## config.mk

```make
export PLATFORM = sky130hd
export DESIGN_NAME = regfile_debug_master_flat
export DESIGN_NICKNAME = d
export VERILOG_FILES = /design/src/rtl/regfile_debug_master_pkg.sv /design/src/rtl/regfile_debug_master_if.sv /design/src/rtl/regfile_debug_master.sv /design/src/flat_wrapper.sv
export SDC_FILE = /design/constraint.sdc
export NUM_CORES = 1
export LEC_CHECK = 0
export CORE_UTILIZATION = 49
export CTS_BUF_LIST = sky130_fd_sc_hd__clkbuf_16
export DETAILED_ROUTE_END_ITERATION = 10
export HOLD_SLACK_MARGIN = 0.15
export PLACE_DENSITY = 0.86
export SKIP_LAST_GASP = 1
export SLEW_MARGIN = 10
export SYNTH_ARGS = -nofsm -noshare
export SYNTH_HDL_FRONTEND = slang
export SYNTH_SLANG_ARGS = --single-unit
```

## constraint.sdc

```tcl
create_clock -name CLK -period 7.7 [get_ports CLK]
set_input_delay 0.77 -clock CLK [delete_from_list [all_inputs] [get_ports CLK]]
set_output_delay 0.77 -clock CLK [all_outputs]
set_load 0.05 [all_outputs]
```

## src/rtl/regfile_debug_master_pkg.sv

```systemverilog
// Shared register-file word/index types plus the debug master's command and state encodings.
// REGFILE_DBG_VERIFY_EN adds the VERIFY (write readback) state.
package cpu_types_pkg;

   typedef logic [4:0]  regbits_t;
   typedef logic [31:0] word_t;

   typedef enum logic [1:0] {
      DBG_READ  = 2'b00,
      DBG_WRITE = 2'b01,
      DBG_DUMP  = 2'b10,
      DBG_CLEAR = 2'b11
   } dbg_op_t;

   typedef enum logic [2:0] {
      ST_IDLE,
      ST_EXEC,
      ST_CLR,
      ST_RESP
`ifdef REGFILE_DBG_VERIFY_EN
      , ST_VERIFY
`endif
   } dbg_state_t;

endpackage

```

## src/rtl/regfile_debug_master_if.sv

```systemverilog
// Register file access bundle: one write port, two combinational read ports.
// The tb modport is the write/select side used by the debug master.
interface register_file_if;
   import cpu_types_pkg::*;

   logic     wen;
   regbits_t wsel;
   regbits_t rsel1;
   regbits_t rsel2;
   word_t    wdat;
   word_t    rdat1;
   word_t    rdat2;

   modport rf (input wen, wsel, rsel1, rsel2, wdat, output rdat1, rdat2);
   modport tb (output wen, wsel, rsel1, rsel2, wdat, input rdat1, rdat2);

endinterface

```

## src/rtl/regfile_debug_master.sv

```systemverilog
// Debug master: runs host READ/WRITE/DUMP/CLEAR commands against the register file, one access per cycle.
// Define REGFILE_DBG_VERIFY_EN to add a readback cycle after every WRITE with a sticky err flag.
module regfile_debug_master
   import cpu_types_pkg::*;
#(
   parameter int    NUM_REGS    = 32,
   parameter word_t CLEAR_VALUE = 32'h0000_0000
) (
   input  logic        CLK,
   input  logic        nRST,
   input  logic        cmd_valid,
   output logic        cmd_ready,
   input  logic [1:0]  cmd_op,
   input  regbits_t    cmd_sel,
   input  word_t       cmd_wdat,
   output logic        rsp_valid,
   input  logic        rsp_ready,
   output regbits_t    rsp_sel,
   output word_t       rsp_dat,
   output logic        busy,
   output logic        err,
   register_file_if.tb rfif
);

   localparam regbits_t LAST_IDX  = regbits_t'(NUM_REGS - 1);
   localparam word_t    CLR_COUNT = word_t'(NUM_REGS - 1);

   dbg_state_t r_state;
   dbg_op_t    r_op;
   regbits_t   r_idx;
   word_t      r_wdat;
   logic       r_cmd_ready;
   logic       r_rsp_valid;
   logic       r_busy;
   regbits_t   r_rsp_sel;
   word_t      r_rsp_dat;
   logic       r_wen;
   regbits_t   r_wsel;
   regbits_t   r_rsel1;
   regbits_t   r_rsel2;
   word_t      r_rf_wdat;

   logic       w_cmd_fire;
   logic       w_rsp_fire;
   regbits_t   w_idx_next;

   // cmd_ready is only ever high in IDLE, so a command fire implies IDLE.
   assign w_cmd_fire = cmd_valid & r_cmd_ready;
   assign w_rsp_fire = r_rsp_valid & rsp_ready;
   assign w_idx_next = r_idx + 5'd1;

`ifdef REGFILE_DBG_VERIFY_EN
   logic r_err;
   assign err = r_err;
`else
   logic w_unused_rdat2;
   assign w_unused_rdat2 = ^rfif.rdat2;
   assign err            = 1'b0;
`endif

   // NOTE: every flop here sits on the async reset and uses non-blocking
   // assignment, so wen and the response drop the instant nRST falls.
   always_ff @(posedge CLK or negedge nRST) begin
      if (!nRST) begin
         r_state     <= ST_IDLE;
         r_op        <= DBG_READ;
         r_idx       <= '0;
         r_wdat      <= '0;
         r_cmd_ready <= 1'b0;
         r_rsp_valid <= 1'b0;
         r_busy      <= 1'b0;
         r_rsp_sel   <= '0;
         r_rsp_dat   <= '0;
         r_wen       <= 1'b0;
         r_wsel      <= '0;
         r_rsel1     <= '0;
         r_rsel2     <= '0;
         r_rf_wdat   <= '0;
`ifdef REGFILE_DBG_VERIFY_EN
         r_err       <= 1'b0;
`endif
      end else begin
         unique case (r_state)
            ST_IDLE: begin
               if (w_cmd_fire) begin
                  r_op        <= dbg_op_t'(cmd_op);
                  r_wdat      <= cmd_wdat;
                  r_cmd_ready <= 1'b0;
                  r_busy      <= 1'b1;
                  unique case (dbg_op_t'(cmd_op))
                     DBG_READ: begin
                        r_idx   <= cmd_sel;
                        r_rsel1 <= cmd_sel;
                        r_state <= ST_EXEC;
                     end
                     DBG_WRITE: begin
                        r_idx     <= cmd_sel;
                        r_rsel1   <= cmd_sel;
                        r_wen     <= 1'b1;
                        r_wsel    <= cmd_sel;
                        r_rf_wdat <= cmd_wdat;
                        r_state   <= ST_EXEC;
                     end
                     DBG_DUMP: begin
                        r_idx   <= '0;
                        r_rsel1 <= '0;
                        r_state <= ST_EXEC;
                     end
                     DBG_CLEAR: begin
                        r_idx     <= 5'd1;
                        r_wen     <= 1'b1;
                        r_wsel    <= 5'd1;
                        r_rf_wdat <= CLEAR_VALUE;
                        r_state   <= ST_CLR;
                     end
                  endcase
               end else begin
                  r_cmd_ready <= 1'b1;
               end
            end
            ST_EXEC: begin
               r_wen       <= 1'b0;
               r_wsel      <= '0;
               r_rf_wdat   <= '0;
               r_rsp_sel   <= r_idx;
               r_rsp_dat   <= (r_op == DBG_WRITE) ? r_wdat : rfif.rdat1;
               r_rsp_valid <= 1'b1;
               r_state     <= ST_RESP;
`ifdef REGFILE_DBG_VERIFY_EN
               if (r_op == DBG_WRITE) begin
                  r_rsp_valid <= 1'b0;
                  r_rsel2     <= r_idx;
                  r_state     <= ST_VERIFY;
               end
`endif
            end
`ifdef REGFILE_DBG_VERIFY_EN
            // The write landed on the edge leaving EXEC, so rdat2 now shows it.
            ST_VERIFY: begin
               r_rsel2     <= '0;
               r_rsp_dat   <= rfif.rdat2;
               r_rsp_valid <= 1'b1;
               r_state     <= ST_RESP;
               if (r_idx != '0 && rfif.rdat2 != r_wdat) r_err <= 1'b1;
            end
`endif
            ST_CLR: begin
               if (r_idx == LAST_IDX) begin
                  r_wen       <= 1'b0;
                  r_wsel      <= '0;
                  r_rf_wdat   <= '0;
                  r_rsp_sel   <= '0;
                  r_rsp_dat   <= CLR_COUNT;
                  r_rsp_valid <= 1'b1;
                  r_state     <= ST_RESP;
               end else begin
                  r_idx  <= w_idx_next;
                  r_wsel <= w_idx_next;
               end
            end
            ST_RESP: begin
               if (w_rsp_fire) begin
                  r_rsp_valid <= 1'b0;
                  if (r_op == DBG_DUMP && r_idx != LAST_IDX) begin
                     r_idx   <= w_idx_next;
                     r_rsel1 <= w_idx_next;
                     r_state <= ST_EXEC;
                  end else begin
                     r_busy      <= 1'b0;
                     r_cmd_ready <= 1'b1;
                     r_state     <= ST_IDLE;
                  end
               end
            end
            default: r_state <= ST_IDLE;
         endcase
      end
   end

   assign cmd_ready  = r_cmd_ready;
   assign rsp_valid  = r_rsp_valid;
   assign rsp_sel    = r_rsp_sel;
   assign rsp_dat    = r_rsp_dat;
   assign busy       = r_busy;
   assign rfif.wen   = r_wen;
   assign rfif.wsel  = r_wsel;
   assign rfif.rsel1 = r_rsel1;
   assign rfif.rsel2 = r_rsel2;
   assign rfif.wdat  = r_rf_wdat;

endmodule

```

## src/flat_wrapper.sv

```systemverilog
// flat-port wrapper written by rule: the top's interface ports become plain ports
module regfile_debug_master_flat import cpu_types_pkg::*;
#(
   parameter int    NUM_REGS    = 32,
   parameter word_t CLEAR_VALUE = 32'h0000_0000
)
  (CLK, nRST, cmd_valid, cmd_ready, cmd_op, cmd_sel, cmd_wdat, rsp_valid, rsp_ready, rsp_sel, rsp_dat, busy, err, rfif_wen, rfif_wsel, rfif_rsel1, rfif_rsel2, rfif_wdat, rfif_rdat1, rfif_rdat2);
  register_file_if rfif_i ();
  input  logic CLK;
  input  logic nRST;
  input  logic cmd_valid;
  output logic cmd_ready;
  input  logic [1:0] cmd_op;
  input  regbits_t cmd_sel;
  input  word_t cmd_wdat;
  output logic rsp_valid;
  input  logic rsp_ready;
  output regbits_t rsp_sel;
  output word_t rsp_dat;
  output logic busy;
  output logic err;
  output wire logic [$bits(rfif_i.wen)-1:0] rfif_wen;
  output wire logic [$bits(rfif_i.wsel)-1:0] rfif_wsel;
  output wire logic [$bits(rfif_i.rsel1)-1:0] rfif_rsel1;
  output wire logic [$bits(rfif_i.rsel2)-1:0] rfif_rsel2;
  output wire logic [$bits(rfif_i.wdat)-1:0] rfif_wdat;
  input wire logic [$bits(rfif_i.rdat1)-1:0] rfif_rdat1;
  input wire logic [$bits(rfif_i.rdat2)-1:0] rfif_rdat2;
  assign rfif_wen = rfif_i.wen;
  assign rfif_wsel = rfif_i.wsel;
  assign rfif_rsel1 = rfif_i.rsel1;
  assign rfif_rsel2 = rfif_i.rsel2;
  assign rfif_wdat = rfif_i.wdat;
  assign rfif_i.rdat1 = rfif_rdat1;
  assign rfif_i.rdat2 = rfif_rdat2;
  regfile_debug_master #(.NUM_REGS(NUM_REGS), .CLEAR_VALUE(CLEAR_VALUE)) u_core (.CLK(CLK), .nRST(nRST), .cmd_valid(cmd_valid), .cmd_ready(cmd_ready), .cmd_op(cmd_op), .cmd_sel(cmd_sel), .cmd_wdat(cmd_wdat), .rsp_valid(rsp_valid), .rsp_ready(rsp_ready), .rsp_sel(rsp_sel), .rsp_dat(rsp_dat), .busy(busy), .err(err), .rfif(rfif_i));
endmodule
```

==> results of run 1 <==
==> power by group <==
| group | switching (mW) | internal (mW) |
|---|---|---|
| sequential | 0.179 | 0.965 |
| clock | 0.284 | 0.601 |
| combinational | 1.46 | 0.783 |
==> worst min-delay path by stage <==
stage               cells past startpoint                          endpoint  slack [ps]                      startpoint
global route                            1  u_core.rfif.rsel1[1]$_DFFE_PN0P_         490                            nRST
detailed placement                      2    u_core.rsp_dat[17]$_DFFE_PN0P_         470  u_core.rsp_dat[17]$_DFFE_PN0P_
global placement                        2    u_core.rsp_dat[16]$_DFFE_PN0P_         460  u_core.rsp_dat[16]$_DFFE_PN0P_
CTS                                     1  u_core.rfif.rsel1[1]$_DFFE_PN0P_         450                            nRST
finish                                  1   u_core.rfif.wsel[1]$_DFFE_PN0P_         420                            nRST
floorplan                               0           u_core.busy$_DFFE_PN0P_         470                            nRST
==> logic make-up after synthesis <==
kind of cell | synth area share
AO/OA/AOI/OAI | 0.119
XOR/XNOR | 0.00320
adder cells (fa/ha/maj) | 0.0183
buffers and inverters | 0.0345
flip-flops | 0.566
multiplexers | 0.138
other | 0.000684
AND/OR/NAND/NOR | 0.120
==> layout make-up <==
class                   instances  area, sq um
multi-input cells             354         2230
well taps                     140          175
repair buffers                161         1600
clock inverters                15          229
clock buffers                  17          425
inverters                       6         22.5
fillers                       775         3110
flip-flops and latches        124         3100
==> synthesized netlist by cell type (all sizes together), types with 2 or more instances <==
cell,count
dfrtp,124
a31oi,5
nor2b,2
o21ai,65
a21o,2
mux2i,28
nor2,20
a22oi,3
nor3b,3
buf,10
and3,2
a22o,6
o21a,2
ha,8
nand2b,5
nand2,114
clkbuf,27
xor2,2
a21boi,2
a21oi,15
mux2,42
inv,6
and2,3
nand3,7
==> sequential cells by signal, indices dropped and copies added, names as in the netlist <==
signal and cells:
u_core.busy 1, u_core.cmd_ready 1, u_core.r_idx 5, u_core.r_op 2
u_core.r_state 2, u_core.r_wdat 32, u_core.rfif.rsel1 5, u_core.rfif.wdat 32
u_core.rfif.wen 1, u_core.rfif.wsel 5, u_core.rsp_dat 32, u_core.rsp_sel 5
u_core.rsp_valid 1
==> routing by layer <==
metal	vias to the layer above	part of all wire	track usage
met2	193	0.49	0.429
met1	2226	0.43	0.335
li1	2066	-	-
met4	0	0.019	0.114
met5	-	0	0
met3	27	0.060	0.0472
==> stage by stage <==
| step | setup WS, ps | util | instance area (sq um) |
|---|---|---|---|
| 2_1_floorplan | 5240 | - | 5500 |
| 3_3_place_gp | 4800 | 0.655 | 7130 |
| 3_5_place_dp | 4700 | 0.655 | 7130 |
| 5_1_grt | 4810 | 0.715 | 7780 |
| 6_report | 4930 | 0.715 | 7780 |
| 4_1_cts | 4960 | 0.715 | 7780 |
==> metrics.md, run 1 <==
| Metric | Value |
|---|---|
| Status | completed |
| Setup TNS | 0 ps |
| Final Cycle Share | 0.360 |
| Reg2Reg Setup Slack | 4930 ps |
| Die W | 108 microns |
| DRC errors left | 0 |
| DRT Wirelength | 14,200 microns |
| Clock transition at path regs | 50 ps |
| CTS tree | built |
| Vias | 4,512 |
| Pin count of the biggest net entering global routing | 67 |
| Yosys top cell area share | 0.566 |
| Average wire per cell in the routed design | 17.4 microns |
| CTS max path bufs | 2 |
| Ys flop type | dfrtp_1 |
| Starting density of the core | 0.503 |
| F_max | 0.360 GHz |
| Crit path time final | 2770 ps |
| Pre-antenna DRT Iters | 5 |
| Mapped Cells | 516 |
| H-tree levels | 4 |
| Power density cells | 549 nW/um^2 |
| Worst-skew pair later-pin latency | 410 ps |
| DP HPWL | 9630 microns |
| Critical path class | flop to flop |
| Endpoint class of the critical path | flop |
| GR Overflow Total | 0 |
| CP Launch Type | flop |
| Iter 0 DRT Violations | 279 |
| Worst vdd ir | 361 uV |
| Maxcap violations | 0 |
| Final hold slack | 419 ps |
| Final nets | 779 |
| Root Buffer | clkbuf_16 |
| Final Instance Count excl. Fillers | 817 |
| Syn. warnings | 5 |
| Total track usage | 0.260 |
| Distinct cells, synth | 39 |
| Worst R2R End | u_core.r_idx[0]$_DFFE_PN0P_ |
| Hold buffer count at cts | 0 |
| Worst Path Max Fanout | 9 |
| Antenna Violating Nets Remaining | 0 |
| Most common library cell in the layout ignoring fill and taps | clkdlybuf4s50_1 |
| Slowest CP cell | a2111oi_4 |
| Most frequent cell on the critical path | ha_1 |
| Post-CTS Setup Bufs | 0 |
| Leak Pwr | 3.35 nW |
| Critical Path AT | 3060 ps |
| Clock Sinks | 124 |
| Initial antenna violation count | 0 |
| Setup crit end | u_core.r_idx[0]$_DFFE_PN0P_ |
| Vias in the first global route | 4,619 |
| Tot Pwr | 4.27 mW |
| Finish-stage setup viols | 0 |
| PostCTS Resize Cnt | 0 |
| Seq/Total Area, Yosys | 0.566 |
| Post-synth ARST share | 1.00 |
| Layout cells sized above 1 | 0.120 |
| Setup Skew | 12.0 ps |
| Worst Path Buf+Inv | 0 |
| Yosys top cell by area | dfrtp_1 |
| Cell Rows | 38 |
| Cts bufs inserted | 17 |
| Most area-consuming cells after synthesis | dfrtp_1 57%, mux2_2 8.4%, nand2_1 7.8% |
| R2R depth | 6 |
| RSZ-0062 raised after global routing | no |
| Worst slew pin tran | 1130 ps |
| I/O pins | 196 |
| Crit path launch | u_core.r_idx[0]$_DFFE_PN0P_ |
| RD Place Congestion | 0.889 |
| Seq cells post-synth | 124 |
| Area Growth Syn to Fin | 42.0% |
| Biggest cell delay along the critical path | 650 ps |
| EDFF count, synth | 0 |
| Synthesized area | 5480 sq um |
| Hold WC Path Type | input pin to async pin |
| Path length in cells of the critical path | 6 |
| DR vias/cell | 5.52 |
| Final Hold Viols | 0 |
| CP Data Required Time | 7990 ps |
| Critical-path cell list | ha_1 -> and3_1 -> ha_1 -> or3b_4 -> a2111oi_4 -> mux2_4 |
| First-pass GRT wire length | 22,900 microns |
| Die ar. | 11,600 sq um |
| # diodes | 0 |
| Syn Area/Cell | 10.6 sq um |
| Most frequent cells in the layout | 156 x clkdlybuf4s50_1, 124 x dfrtp_1, 114 x nand2_1 |
| Total core area | 10,900 sq um |
| Worst reg2reg startpoint | u_core.r_idx[0]$_DFFE_PN0P_ |
| Die Height | 108 microns |
| Critical path's top delay family | compound AO/OA/AOI/OAI gates |
| Max_slew headroom | 0.245 |
| Dpl cells | 785 |
| PortBufs | 157 |
| Pins Over Slew Limit | 0 |
Note: power is estimated with default switching activity, not from simulation.
==> inputs of run 2 (changes only) <==
CORE_UTILIZATION = 45   (was 49)
PLACE_DENSITY = 0.8   (was 0.86)
clock period = 2.9 ns   (was 7.7 ns; I/O delays follow)
==> run 2 against run 1 <==
Non-clock buffer count up 8. Clock power grew 110%. Final area down 0.72%. Global-route usage shrank 2.5 points. Count of clock-buffer cells in the layout unchanged. Register-to-register slack got worse by 4600 ps. Combinational power rose to 2.7 times the previous value. Setup slack got worse by 4600 ps. Largest cell class unchanged.
==> metrics.md, run 2 (synthesis gave the netlist of run 1 again) <==
| Metric | Value |
|---|---|
| Status | completed |
| CP Data Required Time | 3220 ps |
| Hold path start | rfif_rdat1[0] |
| CTS max path bufs | 2 |
| Initial antenna violation count | 0 |
| Critical path class | flop to flop |
| Finish-stage setup viols | 0 |
| Fillcell total | 930 |
| DRC errors left | 0 |
| Most common library cell in the layout ignoring fill and taps | clkdlybuf4s50_1 |
| Pins Over Slew Limit | 0 |
| Die ar. | 12,600 sq um |
| Area of the multi-input gates | 2230 sq um |
| Iter 0 DRT Violations | 319 |
| Final Cycle Share | 0.904 |
| DP HPWL | 9870 microns |
| Antenna Violating Nets Remaining | 0 |
| Die Height | 112 microns |
| DR vias/cell | 5.31 |
| Vias | 4,395 |
| Biggest cell delay along the critical path | 510 ps |
| PostCTS Resize Cnt | 0 |
| Worst hold stages | 3 |
| Worst R2R End | u_core.r_idx[2]$_DFFE_PN0P_ |
| Area Growth Syn to Fin | 40.9% |
| GR Overflow Total | 0 |
| First-pass GRT wire length | 23,000 microns |
| Max_slew headroom | 0.292 |
| DRT Wirelength | 14,100 microns |
| Hold buffer count at cts | 1 |
| Leak Pwr | 3.34 nW |
| Starting density of the core | 0.470 |
| # diodes | 0 |
| Hold WC Path Type | input pin to flop |
| Total core area | 11,700 sq um |
| Sequential cell area | 3100 sq um |
| RD Place Congestion | 0.870 |
| Average wire per cell in the routed design | 17.0 microns |
| Setup TNS | 0 ps |
| Setup Skew | 6.75 ps |
| Clock transition at path regs | 50 ps |
| Endpoint class of the critical path | flop |
| WHS Endpoint | u_core.rsp_dat[0]$_DFFE_PN0P_ |
| Post-CTS Setup Bufs | 0 |
| Pin count of the biggest net entering global routing | 67 |
| Final instance area | 7730 sq um |
| CTS tree | built |
| Crit path time final | 2620 ps |
| Final nets | 787 |
| Layout cells sized above 1 | 0.124 |
| Vias in the first global route | 4,510 |
| Dpl cell area | 7200 sq um |
| I/O pins | 196 |
| Final Hold Viols | 0 |
| RSZ-0062 raised after global routing | no |
| Cts bufs inserted | 17 |
| Slowest CP cell | a2111oi_4 |
| Worst-skew pair later-pin latency | 400 ps |
| PortBufs | 157 |
| R2R depth | 8 |
| CP Launch Type | flop |
| Maxcap violations | 0 |
| H-tree levels | 4 |
| Worst reg2reg startpoint | u_core.r_idx[0]$_DFFE_PN0P_ |
| Tot Pwr | 10.9 mW |
| Most frequent cell on the critical path | ha_1 |
| Total track usage | 0.235 |
| Pre-antenna DRT Iters | 4 |
| Root Buffer | clkbuf_16 |
| Cell Rows | 39 |
| Reg2Reg Setup Slack | 280 ps |
| Worst vdd ir | 818 uV |
| Die W | 112 microns |
| Power density cells | 1410 nW/um^2 |
| Worst slew pin tran | 1060 ps |
| Clock Sinks | 124 |
| Critical-path cell list | ha_1 -> and3_1 -> ha_1 -> or3b_4 -> a2111oi_4 -> buf_4 -> nor2_1 -> a21oi_1 |
| F_max | 0.382 GHz |
| Critical Path AT | 2940 ps |
| Worst Path Max Fanout | 7 |
| Most frequent cells in the layout | 156 x clkdlybuf4s50_1, 124 x dfrtp_1, 113 x nand2_1 |
## run 2: cell count changes in the layout (fill, tap and decap cells not counted)
| cell | previous run | this run |
|---|---|---|
| buf_12 | 0 | 1 |
| buf_4 | 5 | 11 |
| bufinv_16 | 6 | 1 |
| clkinv_1 | 2 | 3 |
| clkinv_2 | 2 | 4 |
| clkinv_4 | 1 | 0 |
| dlygate4sd3_1 | 0 | 1 |
| inv_1 | 8 | 10 |
| nand2_1 | 114 | 113 |
| nand2_2 | 0 | 1 |
## run 2: worst max path at each step
stage                                     start                               end  slack, ps  depth (start not counted)
floorplan           u_core.r_idx[0]$_DFFE_PN0P_       u_core.r_idx[0]$_DFFE_PN0P_        440                          6
detailed placement  u_core.r_idx[0]$_DFFE_PN0P_       u_core.r_idx[2]$_DFFE_PN0P_        340                          8
global route        u_core.r_idx[0]$_DFFE_PN0P_  u_core.rfif.wdat[13]$_DFFE_PN0P_        130                          6
finish              u_core.r_idx[0]$_DFFE_PN0P_       u_core.r_idx[2]$_DFFE_PN0P_        280                          8
global placement    u_core.r_idx[0]$_DFFE_PN0P_       u_core.r_idx[0]$_DFFE_PN0P_        370                          6
CTS                 u_core.r_idx[0]$_DFFE_PN0P_       u_core.r_idx[2]$_DFFE_PN0P_        300                          8
## run 2: per-stage QoR
step	hold slack (ps)	cells	util	worst slack, ps
finish	462	827	0.662	279
global route	451	827	0.662	128
CTS	443	827	0.662	303
detailed placement	456	795	0.617	337
global placement	433	795	0.617	373
floorplan	-5.59	521	-	443
## run 2: layer usage
| layer | up-vias | wire length (microns) | GRT usage |
|---|---|---|---|
| li1 | 2068 | - | - |
| met1 | 2152 | 6130 | 0.304 |
| met2 | 156 | 6920 | 0.388 |
| met3 | 19 | 787 | 0.0545 |
| met4 | 0 | 226 | 0.0871 |
| met5 | - | 0 | 0 |
## run 2: area by class of cell
type                            count  share of cell area
Clock buffer                       17              0.0551
Clock inverter                     14              0.0118
Inverter                            6             0.00291
Multi-Input combinational cell    354               0.289
Sequential cell                   124               0.402
Tap cell                          143              0.0232
Timing Repair Buffer              169               0.217
## run 2: power breakdown
| group | total (mW) | leakage, nW | internal [mW] | switching, mW |
|---|---|---|---|---|
| clock | 1.85 | 0.266 | 1.14 | 0.711 |
| combinational | 6.00 | 1.55 | 2.16 | 3.85 |
| sequential | 3.04 | 1.52 | 2.56 | 0.477 |
| total | 10.9 | 3.34 | 5.86 | 5.04 |
## run 2: worst max-delay path, delay by kind of cell, from the launching register on
family	cells	cell delay, ps
fa+ha+maj	2	530
flops	1	470
compound gates	2	640
buf+inv	1	220
simple gates	3	680
